--- config.mk ---
export PLATFORM = sky130hd
export DESIGN_NAME = uart_rx
export DESIGN_NICKNAME = d
export VERILOG_FILES = /design/src/rtl/uart_rx.sv
export SDC_FILE = /design/constraint.sdc
export NUM_CORES = 1
export LEC_CHECK = 0
export BUFFER_PORTS_ARGS = -buffer_cell sky130_fd_sc_hd__buf_2
export CORE_MARGIN = 4
export CORE_UTILIZATION = 51
export CTS_CLUSTER_SIZE = 14
export DETAILED_ROUTE_END_ITERATION = 10
export HOLD_SLACK_MARGIN = 0.12
export PLACE_DENSITY = 0.75
export SYNTH_ARGS = -nofsm -noshare
export SYNTH_HDL_FRONTEND = slang
export SYNTH_SLANG_ARGS = --single-unit
--- constraint.sdc ---
create_clock -name clk -period 1.65 [get_ports clk]
set_input_delay 0.0825 -clock clk [delete_from_list [all_inputs] [get_ports clk]]
set_output_delay 0.0825 -clock clk [all_outputs]
set_load 0.01 [all_outputs]
--- src/rtl/uart_rx.sv ---
// Oversampling UART receiver: 2-FF line synchroniser, mid-bit start validation and
// data sampling, stop-bit check, one-deep valid/read holding register.
module uart_rx #(
  parameter int unsigned DATAWIDTH = 8,
  parameter int unsigned SB_TICK   = 16
) (
  input  logic                 clk,
  input  logic                 rx_rst_n,
  input  logic                 rx_en,
  input  logic                 s_tick,
  input  logic                 rx,
  input  logic                 rx_rd,
  output logic [DATAWIDTH-1:0] dout,
  output logic                 rx_valid,
  output logic                 rx_done,
  output logic                 rx_busy,
  output logic                 frame_err,
  output logic                 overrun_err
);

  localparam int unsigned S_W = $clog2(SB_TICK);
  localparam int unsigned B_W = $clog2(DATAWIDTH) + 1;

  localparam logic [S_W-1:0] S_HALF = S_W'(SB_TICK / 2 - 1);
  localparam logic [S_W-1:0] S_LAST = S_W'(SB_TICK - 1);
  localparam logic [B_W-1:0] B_LAST = B_W'(DATAWIDTH - 1);

  typedef enum logic [1:0] {
    IDLE  = 2'd0,
    START = 2'd1,
    DATA  = 2'd2,
    STOP  = 2'd3
  } state_t;

  state_t               state;
  logic                 rx_meta;
  logic                 rxs;
  logic                 armed;
  logic [S_W-1:0]       s_cnt;
  logic [B_W-1:0]       bit_cnt;
  logic [DATAWIDTH-1:0] shift;

  // Line synchroniser, reset to the idle (high) level
  always_ff @(posedge clk or negedge rx_rst_n) begin
    if (!rx_rst_n) begin
      rx_meta <= 1'b1;
      rxs     <= 1'b1;
    end else begin
      rx_meta <= rx;
      rxs     <= rx_meta;
    end
  end

  always_ff @(posedge clk or negedge rx_rst_n) begin
    if (!rx_rst_n) begin
      state       <= IDLE;
      armed       <= 1'b1;
      s_cnt       <= '0;
      bit_cnt     <= '0;
      shift       <= '0;
      dout        <= '0;
      rx_valid    <= 1'b0;
      rx_done     <= 1'b0;
      rx_busy     <= 1'b0;
      frame_err   <= 1'b0;
      overrun_err <= 1'b0;
    end else begin
      rx_done   <= 1'b0;
      frame_err <= 1'b0;

      // A read clears first so that a frame landing in the same clock wins
      if (rx_rd) begin
        rx_valid    <= 1'b0;
        overrun_err <= 1'b0;
      end

      if (!rx_en) begin
        state   <= IDLE;
        rx_busy <= 1'b0;
        s_cnt   <= '0;
        bit_cnt <= '0;
        if (rxs) armed <= 1'b1;
      end else begin
        unique case (state)
          IDLE: begin
            if (armed && !rxs) begin
              state   <= START;
              rx_busy <= 1'b1;
              s_cnt   <= '0;
              armed   <= 1'b0;
            end else if (rxs) begin
              armed <= 1'b1;
            end
          end

          START: begin
            if (s_tick) begin
              if (s_cnt == S_HALF) begin
                s_cnt <= '0;
                if (!rxs) begin
                  state   <= DATA;
                  bit_cnt <= '0;
                end else begin
                  state   <= IDLE;
                  rx_busy <= 1'b0;
                end
              end else begin
                s_cnt <= s_cnt + S_W'(1);
              end
            end
          end

          DATA: begin
            if (s_tick) begin
              if (s_cnt == S_LAST) begin
                s_cnt <= '0;
                shift <= {rxs, shift[DATAWIDTH-1:1]};
                if (bit_cnt == B_LAST) state <= STOP;
                else bit_cnt <= bit_cnt + B_W'(1);
              end else begin
                s_cnt <= s_cnt + S_W'(1);
              end
            end
          end

          STOP: begin
            if (s_tick) begin
              if (s_cnt == S_LAST) begin
                s_cnt   <= '0;
                state   <= IDLE;
                rx_busy <= 1'b0;
                if (rxs) begin
                  dout     <= shift;
                  rx_done  <= 1'b1;
                  rx_valid <= 1'b1;
                  if (rx_valid && !rx_rd) overrun_err <= 1'b1;
                end else begin
                  frame_err <= 1'b1;
                end
              end else begin
                s_cnt <= s_cnt + S_W'(1);
              end
            end
          end

          default: begin
            state   <= IDLE;
            rx_busy <= 1'b0;
          end
        endcase
      end
    end
  end

endmodule

# Word-level counts from Yosys, hierarchy flattened
# Index checks and enable logic that the tools add are counted.
# word_totals
regBits,34
latchBits,0
out_inout_bits,13
inputBits,6
ramBits,0
mem_count,0
elab_cells,109
rom_bits,0
# classes
n_lt_le_gt_ge,0
n_mul,0
reduce_logical,12
bitwise_logic,0
shift,0
eq_ne,21
n_mux,61
addsub,2
div,0
# ops
cell,count
two-way mux 4 bit,13
two-way mux 1 bit,34
!= test 3 bit (second input constant),11
two-way mux 2 bit,10
AND reduction 7 bit,2
one-hot mux 4 bit (3 select lines),1
adder 4 x 1 -> 4 bit (second input constant),2
== test 4 x 3 -> 1 bit (second input constant),2
one-hot mux 2 bit (4 select lines),1
one-hot mux 4 bit (2 select lines),1
AND reduction 8 bit,1
AND reduction 5 bit,1
== test 2 bit (second input constant),2
== test 4 bit (second input constant),1
!= test 4 x 1 -> 1 bit (second input constant),1
AND reduction 4 bit,1
!= test 3 x 1 -> 1 bit (second input constant),1
!= test 3 x 2 -> 1 bit (second input constant),1
one-hot mux 1 bit (3 select lines),1
AND reduction 3 bit,1
== test 2 x 1 -> 1 bit (second input constant),1
logical AND 1 bit,2
zero test 1 bit,2
zero test 2 bit,1
other kinds (2),2

# Logic depth before layout (Yosys ltp)
# logic_depth
depth_word,8
depth_mapped,6
ltp_nobuf,5

# Worst setup path before layout
# Ideal clock, no wire load.
# synth_timing
path_kind,reg2reg
start,register bit_cnt[0]
end,register bit_cnt[0]
t_arrival_ns,1.606
t_required_ns,1.525
n_path_buf,0
stages_incl_launch_ff,6
slack_ns,-0.080
setup_time_ns,0.125
cell_sequence,dfrtp_1 ha_1 and3b_1 or2_2 a32o_1 mux2_2
# synth_via
elab_chain_cells,6
elab_cells_between_ends,9
cone_classes,add/sub (1); eq/ne (2); mux (5); reduce/logical (1)
# synth_rtl
element,line,rtl
from (decl),40,logic [B_W-1:0] bit_cnt;
from (signal assigned),119,else bit_cnt <= bit_cnt + B_W'(1);
adder 4 x 1 -> 4 bit,119,
two-way mux 4 bit,118,if (bit_cnt == B_LAST) state <= STOP;
two-way mux 4 bit,115,if (s_cnt == S_LAST) begin
two-way mux 4 bit,114,if (s_tick) begin
one-hot mux 4 bit (2 select lines),84,unique case (state)
two-way mux 4 bit,77,if (!rx_en) begin
# Several ways; a longest one is shown, not always the timed one. The select of a mux whose other input is x is not followed.
# A chain may end at the register's enable or synchronous reset.

# Worst setup path in the final report
# Ends and elaborated chain as after synthesis.

==> summary.txt <==
Worst setup path
  – Critical Path Source: bit_cnt[0]$_DFFE_PN0P_
  – Worst EP required: 1.89 ns
  – Crit path capture type: register
  – WP data arrival: 1.89 ns
  – Crit path launch type: register
  – Critical Path Fanout Max: 4
  – R2R Path End: bit_cnt[0]$_DFFE_PN0P_
  – R2r setup slk: -0.008 ns
  – R2R cell count: 5
  – Critical path class: register to register
  – Worst reg2reg startpoint: bit_cnt[0]$_DFFE_PN0P_

Clock network
  – CTS Buffer Depth: 2
  – CTS root buf: clkbuf_4
  – Clock slew at reported path FFs: 0.10 ns
  – Clk_lat worst skew: 0.34 ns
  – Num CTS Buffers: 5
  – Number of H-tree levels: 2
  – CTS tree: yes
  – Clk sinks: 34

Placed design
  – I/O Buffers: 18
  – Placer Congestion: 0.827
  – Placed inst area: 1790 sq um
  – Placement Setup Slack: -0.0690 ns
  – HPWL after DPL: 2230 microns

Final layout
  – Syn-to-layout area delta: 32.3%
  – Layout Nets: 191
  – Register area: 857 sq um
  – Antenna cell count: 0
  – Final instance area: 2070 sq um
  – Fillers: 190
  – Layout cells sized above 1: 47.3%
  – Area occupied by multi-input gates: 721 sq um

Timing
  – Final Hold Fails: 0
  – RSZ-0062 raised after global routing: yes
  – Final period util: 100%
  – Setup Skew: 0.00525 ns
  – Relative slew slack: 51.6%
  – Slew Viols, Final: 0
  – Max Freq: 603 MHz
  – Final worst path period need: 1.66 ns
  – Slew @ Worst Pin: 0.726 ns
  – Setup violators final: 2
  – Setup slack after layout: -0.00785 ns

Global route
  – Grt ovf: 0
  – Vias in the first global route: 1,186
  – All-Layer GR Usage: 17.5%
  – Largest net degree at the start of global routing: 35
  – Initial antenna violation count: 0
  – First-pass GRT wire length: 5470 microns

Die
  – Num rows: 19
  – Initial core utilization: 54.8%
  – Total core area: 2850 sq um
  – Die H: 63.4 microns
  – Io pins: 19
  – Die area: 4010 sq um
  – Die Wd: 63.4 microns

Synthesis
  – Share of the synthesized area in the top cell type: 49.6%
  – Async set or reset register ratio after synthesis: 100%
  – Synth area leader: dfrtp_1
  – Commonest cells in the synthesized netlist: 31 x dfrtp_1, 15 x mux2_2, 7 x a21oi_1, 7 x nand2_1, 6 x nor2_1
  – Netlist Area Pre-Place: 1560 sq um
  – Sequential share of the synthesized area: 54.7%
  – Ys flop type: dfrtp_1
  – Number of synthesized flops with an enable pin: 0
  – Synth Net Count: 139
  – Gate Count Post-Synth: 131
  – Largest cells by area after synthesis: dfrtp_1 50%, mux2_2 11%, dfstp_2 5.0%
  – Number of synthesized register bits: 34
  – Syn_area_per_cell: 11.9 sq um
  – Yosys warns: 0
  – Count leader, synth: dfrtp_1
  – Post-synth cell types: 39

Flow run
  – Maxcap violations: 0

Power and ir drop
  – Switch Pwr: 0.360 mW
  – Switching Fraction: 24.3%
  – Internal power: 1.12 mW
  – Pwr Density: 716 nW/um^2
  – Part of the power in combinational logic: 8.9%
  – Clock share of power: 32.8%
  – Sequential Power Share: 58.3%
  – Peak supply drop: 0.000597 V
  – Leak: 1.04 nW
  – Power Total: 1.48 mW

Drt
  – TritonRoute pass-1 iters: 4
  – Routed Antenna Nets: 0
  – DR vias: 1,230
  – Vias per cell: 5.72
  – Routed WL: 3510 microns
  – DRC Markers: 0
  – Average wire per standard cell: 16.3 microns
  – Initial DRC Count: 28

Run status
  – Status: finished with violations
  – Failing checks: setup timing

Min path
  – Min-delay worst type: input port to asynchronous set/reset pin
## power by group through the flow
stage / Clock, mW / Combinational, mW / Sequential [mW]
after detailed placement: 0 / 0.101 / 0.879
after global routing: 0.538 / 0.149 / 0.865
after CTS: 0.502 / 0.125 / 0.863
after global placement: 0 / 0.0975 / 0.878
final: 0.485 / 0.132 / 0.863
after floorplan: 0 / 0.0612 / 0.875
## worst max path at each step
stage / slack (ns) / depth (start not counted) / endpoint
after floorplan: -0.02 / 5 / s_cnt[2]$_DFFE_PN0P_
after global placement: 0.0006 / 5 / bit_cnt[0]$_DFFE_PN0P_
after detailed placement: -0.07 / 4 / s_cnt[2]$_DFFE_PN0P_
after CTS: 0.006 / 4 / s_cnt[1]$_DFFE_PN0P_
after global routing: -0.07 / 5 / s_cnt[2]$_DFFE_PN0P_
final: -0.008 / 5 / bit_cnt[0]$_DFFE_PN0P_
## layer usage
| layer | GRT usage, % | vias to the layer above | share of wire [%] |
|---|---|---|---|
| met5 | 0 | - | 0 |
| li1 | - | 582 | - |
| met3 | 5.51 | 10 | 5.0 |
| met1 | 21.0 | 594 | 43 |
| met2 | 28.7 | 44 | 50 |
| met4 | 7.82 | 0 | 2.1 |
## state kept, by name (all words and copies together), names as in the netlist, 2 cells and up
register  flops
state         2
dout          8
bit_cnt       4
shift         8
s_cnt         4
## cells by family after synthesis
kind of cell	share of synthesized area, %
adder cells (fa/ha/maj)	1.60
flip-flops	54.7
AND/OR/NAND/NOR	15.4
AO/OA/AOI/OAI	10.2
buffers and inverters	4.00
multiplexers	13.5
XOR/XNOR	0.561
## placed cells by master (no fill, tap or decap), types with 4 or more instances in the layout
master,instances
mux2_2,10
nand4_1,4
a21oi_1,7
o21ai_0,4
mux2_4,6
nand3_1,5
dlygate4sd3_1,5
clkbuf_4,5
nand2_1,7
buf_4,27
dfrtp_1,29
buf_2,18
nor2_1,6
## critical path: stages, from the launching register on
cell,delay (ns)
dfrtp_1,0.40
ha_2,0.19
and3b_1,0.18
or2_4,0.24
a32o_2,0.28
mux2_4,0.26
## through the flow
step	hold slack [ns]	TNS (ns)	cells	utilization [%]
5_1_grt	0.369	-0.300	215	72.5
6_report	0.321	-0.0138	215	72.5
3_3_place_gp	0.179	0	191	62.7
3_5_place_dp	0.189	-0.119	191	62.7
4_1_cts	0.352	0	208	68.6
2_1_floorplan	-0.213	-0.0161	131	-
## timing repair
action | CTS | global route
hold endpoints to repair | 37 | 0
setup buffers | 4 | 6
hold buffers | 5 | 0
gates resized for setup | 5 | 17
gates cloned | 0 | 1
setup endpoints to repair | 5 | 21
pin swaps | 5 | 9
## area by class of cell
cell class / instances / area share, %
clock buffer: 6 / 2.48
clock inverter: 2 / 0.605
inverter: 3 / 0.544
multi-input combinational: 86 / 34.8
sequential: 34 / 41.4
tap: 31 / 1.88
timing repair buffer: 53 / 18.2
Power figures use the tool's default switching activity.
